**src/rtl/sfp_packet_sender_if.sv**
```systemverilog
// RAM read port and Avalon-ST TX stream of the SFP packet sender.
interface sfp_packet_sender_if #(
    parameter int ADDR_W = 6,
    parameter int DATA_W = 32
);
    logic              ram_rd_en;
    logic [ADDR_W-1:0] ram_rd_addr;
    logic [DATA_W-1:0] ram_rd_data;
    logic [DATA_W-1:0] st_data;
    logic              st_valid;
    logic              st_ready;
    logic              st_sop;
    logic              st_eop;

    modport master (
        output ram_rd_en, ram_rd_addr,
        input  ram_rd_data,
        output st_data, st_valid, st_sop, st_eop,
        input  st_ready
    );

    modport slave (
        input  ram_rd_en, ram_rd_addr,
        output ram_rd_data,
        input  st_data, st_valid, st_sop, st_eop,
        output st_ready
    );
endinterface

```
**src/rtl/sfp_packet_sender.sv**
```systemverilog
// Streams one packet (header word = length, then payload) from packet RAM to the SFP MAC TX.
// Define SFP_SEND_STATS_EN to add the pkt_cnt/drop_cnt statistics outputs.
module sfp_packet_sender #(
    parameter int ADDR_W = 6,
    parameter int DATA_W = 32
) (
    input  logic                clk,
    input  logic                rst_n,
    input  logic                send_cmd,
    input  logic [ADDR_W-1:0]   start_ram_addr,
    sfp_packet_sender_if.master bus,
    output logic                busy,
    output logic                done,
    output logic                err_len
`ifdef SFP_SEND_STATS_EN
    ,
    output logic [15:0]         pkt_cnt,
    output logic [15:0]         drop_cnt
`endif
);
    typedef enum logic [2:0] {IDLE, HDR_RD, HDR_WAIT, STREAM, DONE} state_t;
    localparam logic [ADDR_W-1:0] ONE = 1;

    state_t            state_q;
    logic              send_cmd_q, send_cmd_d;
    logic              busy_q, busy_d;
    logic [ADDR_W-1:0] base_q, base_d, len_q, len_d;
    logic [ADDR_W-1:0] rd_addr_q, rd_addr_d, rd_cnt_q, rd_cnt_d, beat_q, beat_d;
    logic              rd_vld_q, rd_vld_d;
    logic [DATA_W-1:0] fifo_q [2];
    logic [DATA_W-1:0] fifo_d [2];
    logic              wr_ptr_q, wr_ptr_d, rd_ptr_q, rd_ptr_d;
    logic [1:0]        cnt_q, cnt_d;

    logic              start, st_valid_w, pop, last_beat, rd_issue;
    logic [ADDR_W-1:0] hdr_len, len_m1;
    logic [2:0]        occ;

    always_comb begin
        start      = send_cmd & ~send_cmd_q;
        hdr_len    = bus.ram_rd_data[ADDR_W-1:0];
        len_m1     = len_q - ONE;
        st_valid_w = (cnt_q != 2'd0);
        pop        = st_valid_w & bus.st_ready;
        last_beat  = pop && (beat_q == len_m1);
        // Counting this cycle's pop keeps one beat per cycle without ever overfilling the FIFO.
        occ        = 3'(cnt_q) + 3'(rd_vld_q) - 3'(pop);
        rd_issue   = (state_q == STREAM) && (rd_cnt_q != len_q) && (occ < 3'd2);
    end

    always_comb begin
        send_cmd_d = send_cmd;
        busy_d     = busy_q;
        base_d     = base_q;
        len_d      = len_q;
        rd_addr_d  = rd_addr_q;
        rd_cnt_d   = rd_cnt_q;
        beat_d     = beat_q;
        rd_vld_d   = rd_issue;
        fifo_d     = fifo_q;
        wr_ptr_d   = wr_ptr_q;
        rd_ptr_d   = rd_ptr_q;
        cnt_d      = cnt_q + 2'(rd_vld_q) - 2'(pop);
        if (state_q == IDLE && start) begin
            base_d = start_ram_addr;
            busy_d = 1'b1;
        end
        if (state_q == HDR_WAIT) begin
            len_d     = hdr_len;
            rd_addr_d = base_q + ONE;
            rd_cnt_d  = '0;
            beat_d    = '0;
            if (hdr_len == '0) busy_d = 1'b0;
        end
        if (state_q == DONE) busy_d = 1'b0;
        if (rd_issue) begin
            rd_addr_d = rd_addr_q + ONE;
            rd_cnt_d  = rd_cnt_q + ONE;
        end
        if (rd_vld_q) begin
            fifo_d[wr_ptr_q] = bus.ram_rd_data;
            wr_ptr_d         = ~wr_ptr_q;
        end
        if (pop) begin
            rd_ptr_d = ~rd_ptr_q;
            beat_d   = beat_q + ONE;
        end
    end

    always_ff @(posedge clk or negedge rst_n) begin
        if (!rst_n) begin
            state_q <= IDLE;
        end else begin
            case (state_q)
                IDLE:     if (start) state_q <= HDR_RD;
                HDR_RD:   state_q <= HDR_WAIT;
                HDR_WAIT: state_q <= (hdr_len == '0) ? IDLE : STREAM;
                STREAM:   if (last_beat) state_q <= DONE;
                DONE:     state_q <= IDLE;
                default:  state_q <= IDLE;
            endcase
        end
    end

    always_ff @(posedge clk or negedge rst_n) begin
        if (!rst_n) begin
            send_cmd_q <= 1'b1;  // a level already high at reset release is not an edge
            busy_q     <= 1'b0;
            base_q     <= '0;
            len_q      <= '0;
            rd_addr_q  <= '0;
            rd_cnt_q   <= '0;
            beat_q     <= '0;
            rd_vld_q   <= 1'b0;
            fifo_q     <= '{default: '0};
            wr_ptr_q   <= 1'b0;
            rd_ptr_q   <= 1'b0;
            cnt_q      <= 2'd0;
        end else begin
            send_cmd_q <= send_cmd_d;
            busy_q     <= busy_d;
            base_q     <= base_d;
            len_q      <= len_d;
            rd_addr_q  <= rd_addr_d;
            rd_cnt_q   <= rd_cnt_d;
            beat_q     <= beat_d;
            rd_vld_q   <= rd_vld_d;
            fifo_q     <= fifo_d;
            wr_ptr_q   <= wr_ptr_d;
            rd_ptr_q   <= rd_ptr_d;
            cnt_q      <= cnt_d;
        end
    end

    assign bus.ram_rd_en   = (state_q == HDR_RD) || rd_issue;
    assign bus.ram_rd_addr = (state_q == HDR_RD) ? base_q : (rd_issue ? rd_addr_q : '0);
    assign bus.st_valid    = st_valid_w;
    assign bus.st_data     = st_valid_w ? fifo_q[rd_ptr_q] : '0;
    assign bus.st_sop      = st_valid_w && (beat_q == '0);
    assign bus.st_eop      = st_valid_w && (beat_q == len_m1);
    assign busy            = busy_q;
    assign done            = (state_q == DONE);
    assign err_len         = (state_q == HDR_WAIT) && (hdr_len == '0);

`ifdef SFP_SEND_STATS_EN
    logic [15:0] pkt_cnt_q, pkt_cnt_d, drop_cnt_q, drop_cnt_d;

    always_comb begin
        pkt_cnt_d  = pkt_cnt_q + 16'(done);
        drop_cnt_d = drop_cnt_q + 16'(start & busy_q) + 16'(err_len);
    end

    always_ff @(posedge clk or negedge rst_n) begin
        if (!rst_n) begin
            pkt_cnt_q  <= '0;
            drop_cnt_q <= '0;
        end else begin
            pkt_cnt_q  <= pkt_cnt_d;
            drop_cnt_q <= drop_cnt_d;
        end
    end

    assign pkt_cnt  = pkt_cnt_q;
    assign drop_cnt = drop_cnt_q;
`endif
endmodule

```
**src/flat_wrapper.sv**
```systemverilog
// flat-port wrapper written by rule: the top's interface ports become plain ports
module sfp_packet_sender_flat 
#(
    parameter int ADDR_W = 6,
    parameter int DATA_W = 32
)
  (clk, rst_n, send_cmd, start_ram_addr, busy, done, err_len, bus_ram_rd_en, bus_ram_rd_addr, bus_ram_rd_data, bus_st_data, bus_st_valid, bus_st_sop, bus_st_eop, bus_st_ready);
  sfp_packet_sender_if #(.ADDR_W(ADDR_W), .DATA_W(DATA_W)) bus_i ();
  input  logic clk;
  input  logic rst_n;
  input  logic send_cmd;
  input  logic [ADDR_W-1:0] start_ram_addr;
  output logic busy;
  output logic done;
  output logic err_len;
  output wire logic [$bits(bus_i.ram_rd_en)-1:0] bus_ram_rd_en;
  output wire logic [$bits(bus_i.ram_rd_addr)-1:0] bus_ram_rd_addr;
  input wire logic [$bits(bus_i.ram_rd_data)-1:0] bus_ram_rd_data;
  output wire logic [$bits(bus_i.st_data)-1:0] bus_st_data;
  output wire logic [$bits(bus_i.st_valid)-1:0] bus_st_valid;
  output wire logic [$bits(bus_i.st_sop)-1:0] bus_st_sop;
  output wire logic [$bits(bus_i.st_eop)-1:0] bus_st_eop;
  input wire logic [$bits(bus_i.st_ready)-1:0] bus_st_ready;
  assign bus_ram_rd_en = bus_i.ram_rd_en;
  assign bus_ram_rd_addr = bus_i.ram_rd_addr;
  assign bus_i.ram_rd_data = bus_ram_rd_data;
  assign bus_st_data = bus_i.st_data;
  assign bus_st_valid = bus_i.st_valid;
  assign bus_st_sop = bus_i.st_sop;
  assign bus_st_eop = bus_i.st_eop;
  assign bus_i.st_ready = bus_st_ready;
  sfp_packet_sender #(.ADDR_W(ADDR_W), .DATA_W(DATA_W)) u_core (.clk(clk), .rst_n(rst_n), .send_cmd(send_cmd), .start_ram_addr(start_ram_addr), .bus(bus_i), .busy(busy), .done(done), .err_len(err_len));
endmodule
```
**config.mk**
```make
export PLATFORM = sky130hd
export DESIGN_NAME = sfp_packet_sender_flat
export DESIGN_NICKNAME = d
export VERILOG_FILES = /design/src/rtl/sfp_packet_sender_if.sv /design/src/rtl/sfp_packet_sender.sv /design/src/flat_wrapper.sv
export SDC_FILE = /design/constraint.sdc
export NUM_CORES = 1
export LEC_CHECK = 0
export ABC_AREA = 1
export BUFFER_PORTS_ARGS = -buffer_cell sky130_fd_sc_hd__clkbuf_2
export CAP_MARGIN = 20
export CORE_ASPECT_RATIO = 0.75
export CORE_MARGIN = 2
export CORE_UTILIZATION = 60
export CTS_BUF_LIST = sky130_fd_sc_hd__clkbuf_8
export DETAILED_ROUTE_END_ITERATION = 10
export PLACE_DENSITY = 0.89
export SYNTH_ARGS = -nofsm -noshare
export SYNTH_HDL_FRONTEND = slang
export SYNTH_SLANG_ARGS = --single-unit
```
**constraint.sdc**
```tcl
create_clock -name clk -period 6.9 [get_ports clk]
set_input_delay 1.38 -clock clk [delete_from_list [all_inputs] [get_ports clk]]
set_output_delay 1.38 -clock clk [all_outputs]
set_load 0.005 [all_outputs]
```
==> metrics.md, run 1 <==
| Metric | Value |
|---|---|
| Worst-path clk slew | 0.09 ns |
| WL/cell | between 10 and 15 um |
| Sequential fraction of the synthesis area | 0.5133 |
| Worst Setup Path Type | input pin to output pin |
| 1st-pass router iterations | 5 |
| Site Rows | 29 |
| DR iter-0 viols | between 400 and 500 |
| Via count | around 4400 |
| Main synth FF type | dfrtp_1 |
| Die X | 110.2 um |
| Layout area overhead | 14.23% |
| Slowest cell on crit path | fa_1 |
| Warnings, synthesis | 0 |
| Core area | about 0.0083 mm2 |
| Largest fanout on the critical path | 16 |
| Synth Net Count | approximately 680 |
| Slowest cell delay on critical path | 0.48 ns |
| RSZ-0062 raised after global routing | false |
| Clock Sink Count | 104 |
| DRC errors left | 0 |
| Vias in the first global route | between 3000 and 4000 |
| Final ANT Viol Nets | 0 |
| #FFs+latches synth | roughly 100 |
| Max Slew Vio Count | 0 |
| Fin crit period | around 5.4 ns |
| Tot Pwr | around 2.8 mW |
| Syn Area/Cell | slightly above 8 um2 |
| Number of H-tree levels | 3 |
| Vias/cell | roughly 5.4 |
| Largest net degree at the start of global routing | just over 80 |
| Final Non-Filler Cells | between 800 and 900 |
| Most used cell, CP | inv_1 |
| EDFF count, synth | 0 |
| Fill cells | 670 |
| Placed Cells | roughly 800 |
| Post-CTS Setup Inserts | 0 |
| Setup crit start kind | input pin |
| Max-slew headroom | 0.2953 |
| Cells along the critical path | clkbuf_2 -> nand2_1 -> inv_1 -> ha_1 -> inv_1 -> ha_1 -> inv_1 -> fa_1 -> inv_1 -> nor3_4 -> nand2_4 -> inv_2 -> nand2_1 -> o21ai_0 -> clkbuf_2 |
| ANT cells | 0 |
| Fin crit share | 0.7761 |
| Starting Density | 0.6078 |
| Pleak | approximately 3 nW |
| CP arrival | between 3 and 4 ns |
| Num CTS Buffers | 9 |
| Total gr overflow | 0 |
| Die Footprint | approximately 0.0092 mm2 |
| Clk buf depth | 2 |
| Drt total wl | between 10 and 15 mm |
| Ratio of cells with drive above 1 in the final layout | 0.1904 |
| Worst Hold Class | flop to flop |
| Worst-Skew Late Latency | ~0.36 ns |
| CTS hold repair buffers | 0 |
| Gpl congestion | 0.9287 |
| Max Cap Violations | 0 |
| DP Wirelength | between 7 and 8 mm |
| Fin nets | around 750 |
| Post-synth ARST share | 1.000 |
| Post-CTS sizing | 0 |
| CP top delay family | adder cells |
| Critical Path RT | 5.52 ns |
| Worst slew pin tran | around 1.1 ns |
| Sum Neg Setup Slack | 0 ns |
| Num ports | slightly below 90 |
| Final hold viol count | 0 |
| Critical Path End Type | output pin |
| Initial antenna violation count | 0 |
| CP Buf/Inv Count | 7 |
| Max Clk Rate | 0.1867 GHz |
| Total track usage | 0.2575 |
| Die Ht | ~84 um |
| CTS tree | done |
| Layout Skew | around 0.0083 ns |
| Distinct cells, synth | 35 |
| Final Setup Violations | 0 |
| Status | finished clean |
| IO buf count | 86 |
| Synth Cell Area | between 0.005 and 0.006 mm2 |
| First-pass GRT wire length | roughly 19 mm |
| Pwr dens | approximately 480 mW/mm2 |
| Mapped Cells | between 600 and 700 |
| Worst vdd ir | 0.0002783 V |
| CTS root buf | clkbuf_8 |
==> final cells by class <==
type	count	area, um2	share of cell area
clock buffer	10	137.6	0.02375
clock inverter	6	60.06	0.01036
inverter	73	274.0	0.04729
multi-input combinational	425	2081	0.3591
sequential	104	2604	0.4494
tap	108	135.1	0.02332
timing repair buffer	91	503.0	0.08681
==> through the flow <==
| step | setup WS [ns] | util | area [um2] | hold WS [ns] |
|---|---|---|---|---|
| detailed placement | 1.587 | 0.6649 | 5549 | 0.4697 |
| CTS | 1.551 | 0.6886 | 5747 | 0.4935 |
| finish | 1.545 | 0.6943 | 5794 | 0.4887 |
| floorplan | 2.174 | - | 5072 | 0.4494 |
| global placement | 1.748 | 0.6649 | 5549 | 0.4641 |
| global route | 1.227 | 0.6943 | 5794 | 0.5079 |
==> routing by layer <==
layer,part of all wire,GRT usage
met3,0.062,0.05386
met1,0.45,0.3782
met4,0.0073,0.05682
met5,0,0
met2,0.48,0.3977
==> cell families (layout without fill, tap and decap cells) <==
group	count (synthesis)	count (layout)	share of synthesized area
adder cells (fa/ha/maj)	8	8	0.02121
multiplexers	3	3	0.006660
AND/OR/NAND/NOR	267	267	0.2198
XOR/XNOR	12	12	0.02072
buffers and inverters	99	180	0.07696
AO/OA/AOI/OAI	135	135	0.1413
flip-flops	104	104	0.5133
==> where the power goes <==
group          switching (mW)  internal [mW]  total, mW
Clock                   0.202          0.176      0.378
Sequential              0.187          0.893       1.08
Combinational           0.811          0.515       1.33
==> worst min-delay path, delay by kind of cell (launching register included) <==
kind / cells / cell delay, ns
AND/OR/NAND/NOR: 2 / 0.11
flip-flops: 1 / 0.35
==> cells in the mapped netlist, types with 5 or more instances <==
library cell,n,area [um2]
inv_1,67,251.5
dfrtp_1,103,2577
xor2_1,12,105.1
nand3_1,21,105.1
nor2_1,22,82.58
inv_2,5,18.77
ha_1,7,87.58
a21oi_1,39,195.2
o21ai_0,81,405.4
clkbuf_1,24,90.09
nand2_1,199,747.0
nor3_1,7,35.03
==> final timing paths <==
path / start / slack, ns / to / cells after the start
worst max-delay path: bus_st_ready / 1.55 / bus_ram_rd_addr[5] / 15
worst max register to register: u_core.cnt_q[1] / 2.82 / u_core.rd_addr_q[2] / 19
max in group asynchronous: rst_n / 5.03 / u_core.send_cmd_q / 3
worst min register to register: u_core.rd_addr_q[2] / 0.49 / u_core.rd_addr_q[2] / 2
min in group asynchronous: rst_n / 0.90 / u_core.fifo_q[7] / 1
worst min-delay path: u_core.rd_addr_q[2] / 0.49 / u_core.rd_addr_q[2] / 2
==> sequential cells by signal, indices dropped and copies added, names as in the netlist <==
register and cells:
u_core.base_q 6, u_core.beat_q 6, u_core.busy 1, u_core.cnt_q 2
u_core.fifo_q 64, u_core.len_q 6, u_core.rd_addr_q 6, u_core.rd_cnt_q 6
u_core.rd_ptr_q 1, u_core.rd_vld_q 1, u_core.send_cmd_q 1, u_core.state_q 3
u_core.wr_ptr_q 1
==> layout by cell type, fill, tap and decap left out, types with 2 or more instances in the layout <==
master	count
nor3_1	7
nand4_1	2
o22ai_1	4
nand2_1	198
xor2_1	12
nor2_1	22
nand2_4	2
nand3_2	2
clkinv_2	2
nor4_1	2
a21oi_1	39
clkbuf_8	10
o21ai_2	4
nand2_2	5
buf_4	4
inv_2	5
o32ai_1	2
or2_2	2
nand3_1	21
inv_1	68
mux2_2	3
ha_1	7
nor2_2	2
o21ai_0	81
clkbuf_2	85
dfrtp_1	103
Note: power is estimated with default switching activity, not from simulation.
==> run 2: changes to the inputs <==
Settings changed: CORE_UTILIZATION 60 to 58, PLACE_DENSITY 0.89 to 0.86.
Clock period 6.9 ns to 5.45 ns, I/O delays scaled along.
==> metrics.md, run 2 (synthesized netlist as in run 1, its figures left out) <==
| Metric | Value |
|---|---|
| Status | finished clean |
| Vias in the first global route | 4186 (+4.8%) |
| Worst slew pin tran | 1.042 ns (-0.01113 ns) |
| Worst-path clk slew | 0.10 ns (about the same) |
| Worst Hold Class | flop to flop |
| Clock Sink Count | 104 (unchanged) |
| DP Wirelength | 7.749 mm (+0.93%) |
| Initial antenna violation count | 0 (unchanged) |
| Final Non-Filler Cells | 816 (-0.12%) |
| Starting Density | 0.5974 (-0.01039) |
| Fin crit share | 0.8794 |
| First-pass GRT wire length | 19.41 mm (+3.5%) |
| Pleak | 3.060 nW (-0.56%) |
| Die Ht | 84.99 um (+1.6%) |
| Die Footprint | 0.009518 mm2 (+3.3%) |
| DRC errors left | 0 (unchanged) |
| Critical Path RT | 4.36 ns (-1.16 ns) |
| Area of the multi-input gates | 0.002081 mm2 (unchanged) |
| Vias/cell | 5.409 (+0.17%) |
| Pwr dens | 612.6 mW/mm2 (+27%) |
| Die X | 112.0 um (+1.6%) |
| Number of H-tree levels | 3 (unchanged) |
| Total gr overflow | 0 (unchanged) |
| R2r startpoint | u_core.cnt_q[1] |
| Critical Path End Type | output pin |
| Hold depth | 2 (unchanged) |
| CTS hold repair buffers | 0 (unchanged) |
| Fin nets | 753 (-0.13%) |
| CTS tree | done |
| Largest Register | u_core.fifo_q |
| Clk buf depth | 2 (unchanged) |
| CTS root buf | clkbuf_8 |
| Tot Pwr | 3.537 mW (+27%) |
| Via count | 4414 (+0.045%) |
| Fill cells | 694 (+3.6%) |
| HP Start | u_core.rd_addr_q[1] |
| Final Util | 0.6801 (-0.01423) |
| Final hold viol count | 0 (unchanged) |
| Max reg flops | 64 (unchanged) |
| Max Cap Violations | 0 (unchanged) |
| Crit Reg-Reg Endpoint | u_core.rd_addr_q[2] |
| Placed Cells | 799 (unchanged) |
| Hold path endpoint | u_core.rd_addr_q[1] |
| Fin crit period | 4.793 ns |
| Sum Neg Setup Slack | 0 ns (unchanged) |
| ANT cells | 0 (unchanged) |
| Layout Skew | 0.006498 ns (-0.001836 ns) |
| R2R setup slack | 1.80 ns (-1.02 ns) |
| DP Area | 0.005549 mm2 (unchanged) |
| RSZ-0062 raised after global routing | false |
| Total track usage | 0.2519 (-0.005602) |
| Worst Setup Path Type | input pin to output pin |
| 1st-pass router iterations | 5 (unchanged) |
| DR iter-0 viols | 383 (-13%) |
| Num ports | 87 (unchanged) |
| Post-CTS sizing | 0 (unchanged) |
| Core area | 0.008491 mm2 (+1.7%) |
| Largest net degree at the start of global routing | 66 (-20%) |
| Dpl ws | 0.7039 ns (-0.8834 ns) |
| Sequential cell area | 0.002604 mm2 (unchanged) |
| Max-slew headroom | 0.3028 (+0.007448) |
| CP arrival | 3.70 ns (-0.27 ns) |
| WL/cell | 14.03 um (-0.43%) |
| Gpl congestion | 0.8765 (-5.6%) |
| Worst-Skew Late Latency | 0.38 ns (+0.02 ns) |
| Layout area overhead | 13.84% |
| Max Slew Vio Count | 0 (unchanged) |
| Ratio of cells with drive above 1 in the final layout | 0.1907 (+0.0002689) |
| Num CTS Buffers | 9 (unchanged) |
| Final Setup Violations | 0 (unchanged) |
| Post-CTS Setup Inserts | 0 (unchanged) |
| Post-Layout Inst Area | 0.005774 mm2 (-0.35%) |
| Largest fanout on the critical path | 16 (unchanged) |
| Final worst slack | 0.6574 ns (-0.8878 ns) |
| Setup crit start kind | input pin |
| Worst vdd ir | 0.0003919 V (+41%) |
| Most common library cell in the layout ignoring fill and taps | nand2_1 |
| Most frequent cells in the layout | 198 x nand2_1, 103 x dfrtp_1, 85 x clkbuf_2 |
| Hold WS | 0.4885 ns (-0.0002590 ns) |
| Max Clk Rate | approximately 0.21 GHz |
| Site Rows | 29 (unchanged) |
| Drt total wl | 11.45 mm (-0.55%) |
| IO buf count | 86 (unchanged) |
| R2R cell count | 18 (-1) |
| Final ANT Viol Nets | 0 (unchanged) |
[run 2: final cells by class]
cell class,instances,share of cell area
clock inverters,6,0.01170
flip-flops and latches,104,0.4509
clock buffers,10,0.02384
inverters,73,0.04745
multi-input cells,425,0.3603
repair buffers,90,0.08234
well taps,108,0.02340
[run 2: critical path, cell delays in order]
cell	delay, ns
clkbuf_2	0.09
nand2_1	0.20
inv_1	0.16
ha_1	0.32
inv_1	0.08
ha_1	0.16
inv_1	0.06
fa_1	0.48
inv_1	0.07
nor3_4	0.31
nand2_4	0.21
inv_2	0.16
nand2_1	0.08
o21ai_0	0.09
clkbuf_2	0.14
[run 2: how the worst max path moves through the flow]
stage,from,to,slack [ns],cells past startpoint
3_3_place_gp,bus_st_ready,bus_ram_rd_addr[5],0.90,15
6_report,bus_st_ready,bus_ram_rd_addr[5],0.66,15
5_1_grt,bus_st_ready,bus_ram_rd_addr[5],0.50,15
3_5_place_dp,bus_st_ready,bus_ram_rd_addr[5],0.70,15
4_1_cts,bus_st_ready,bus_ram_rd_addr[5],0.69,15
2_1_floorplan,bus_st_ready,bus_ram_rd_addr[3],1.30,12
[run 2: layer usage]
layer  track usage  up-vias  wire length, um
li1              -     2148                -
met4       0.07317        0              161
met3       0.06857       20              740
met2        0.3758      158             5176
met5             0        -                0
met1        0.3673     2088             5369
[run 2: where the power goes]
group	switching, mW	internal [mW]	total [mW]
registers	0.239	1.13	1.37
clock network	0.268	0.226	0.494
logic	1.02	0.652	1.67
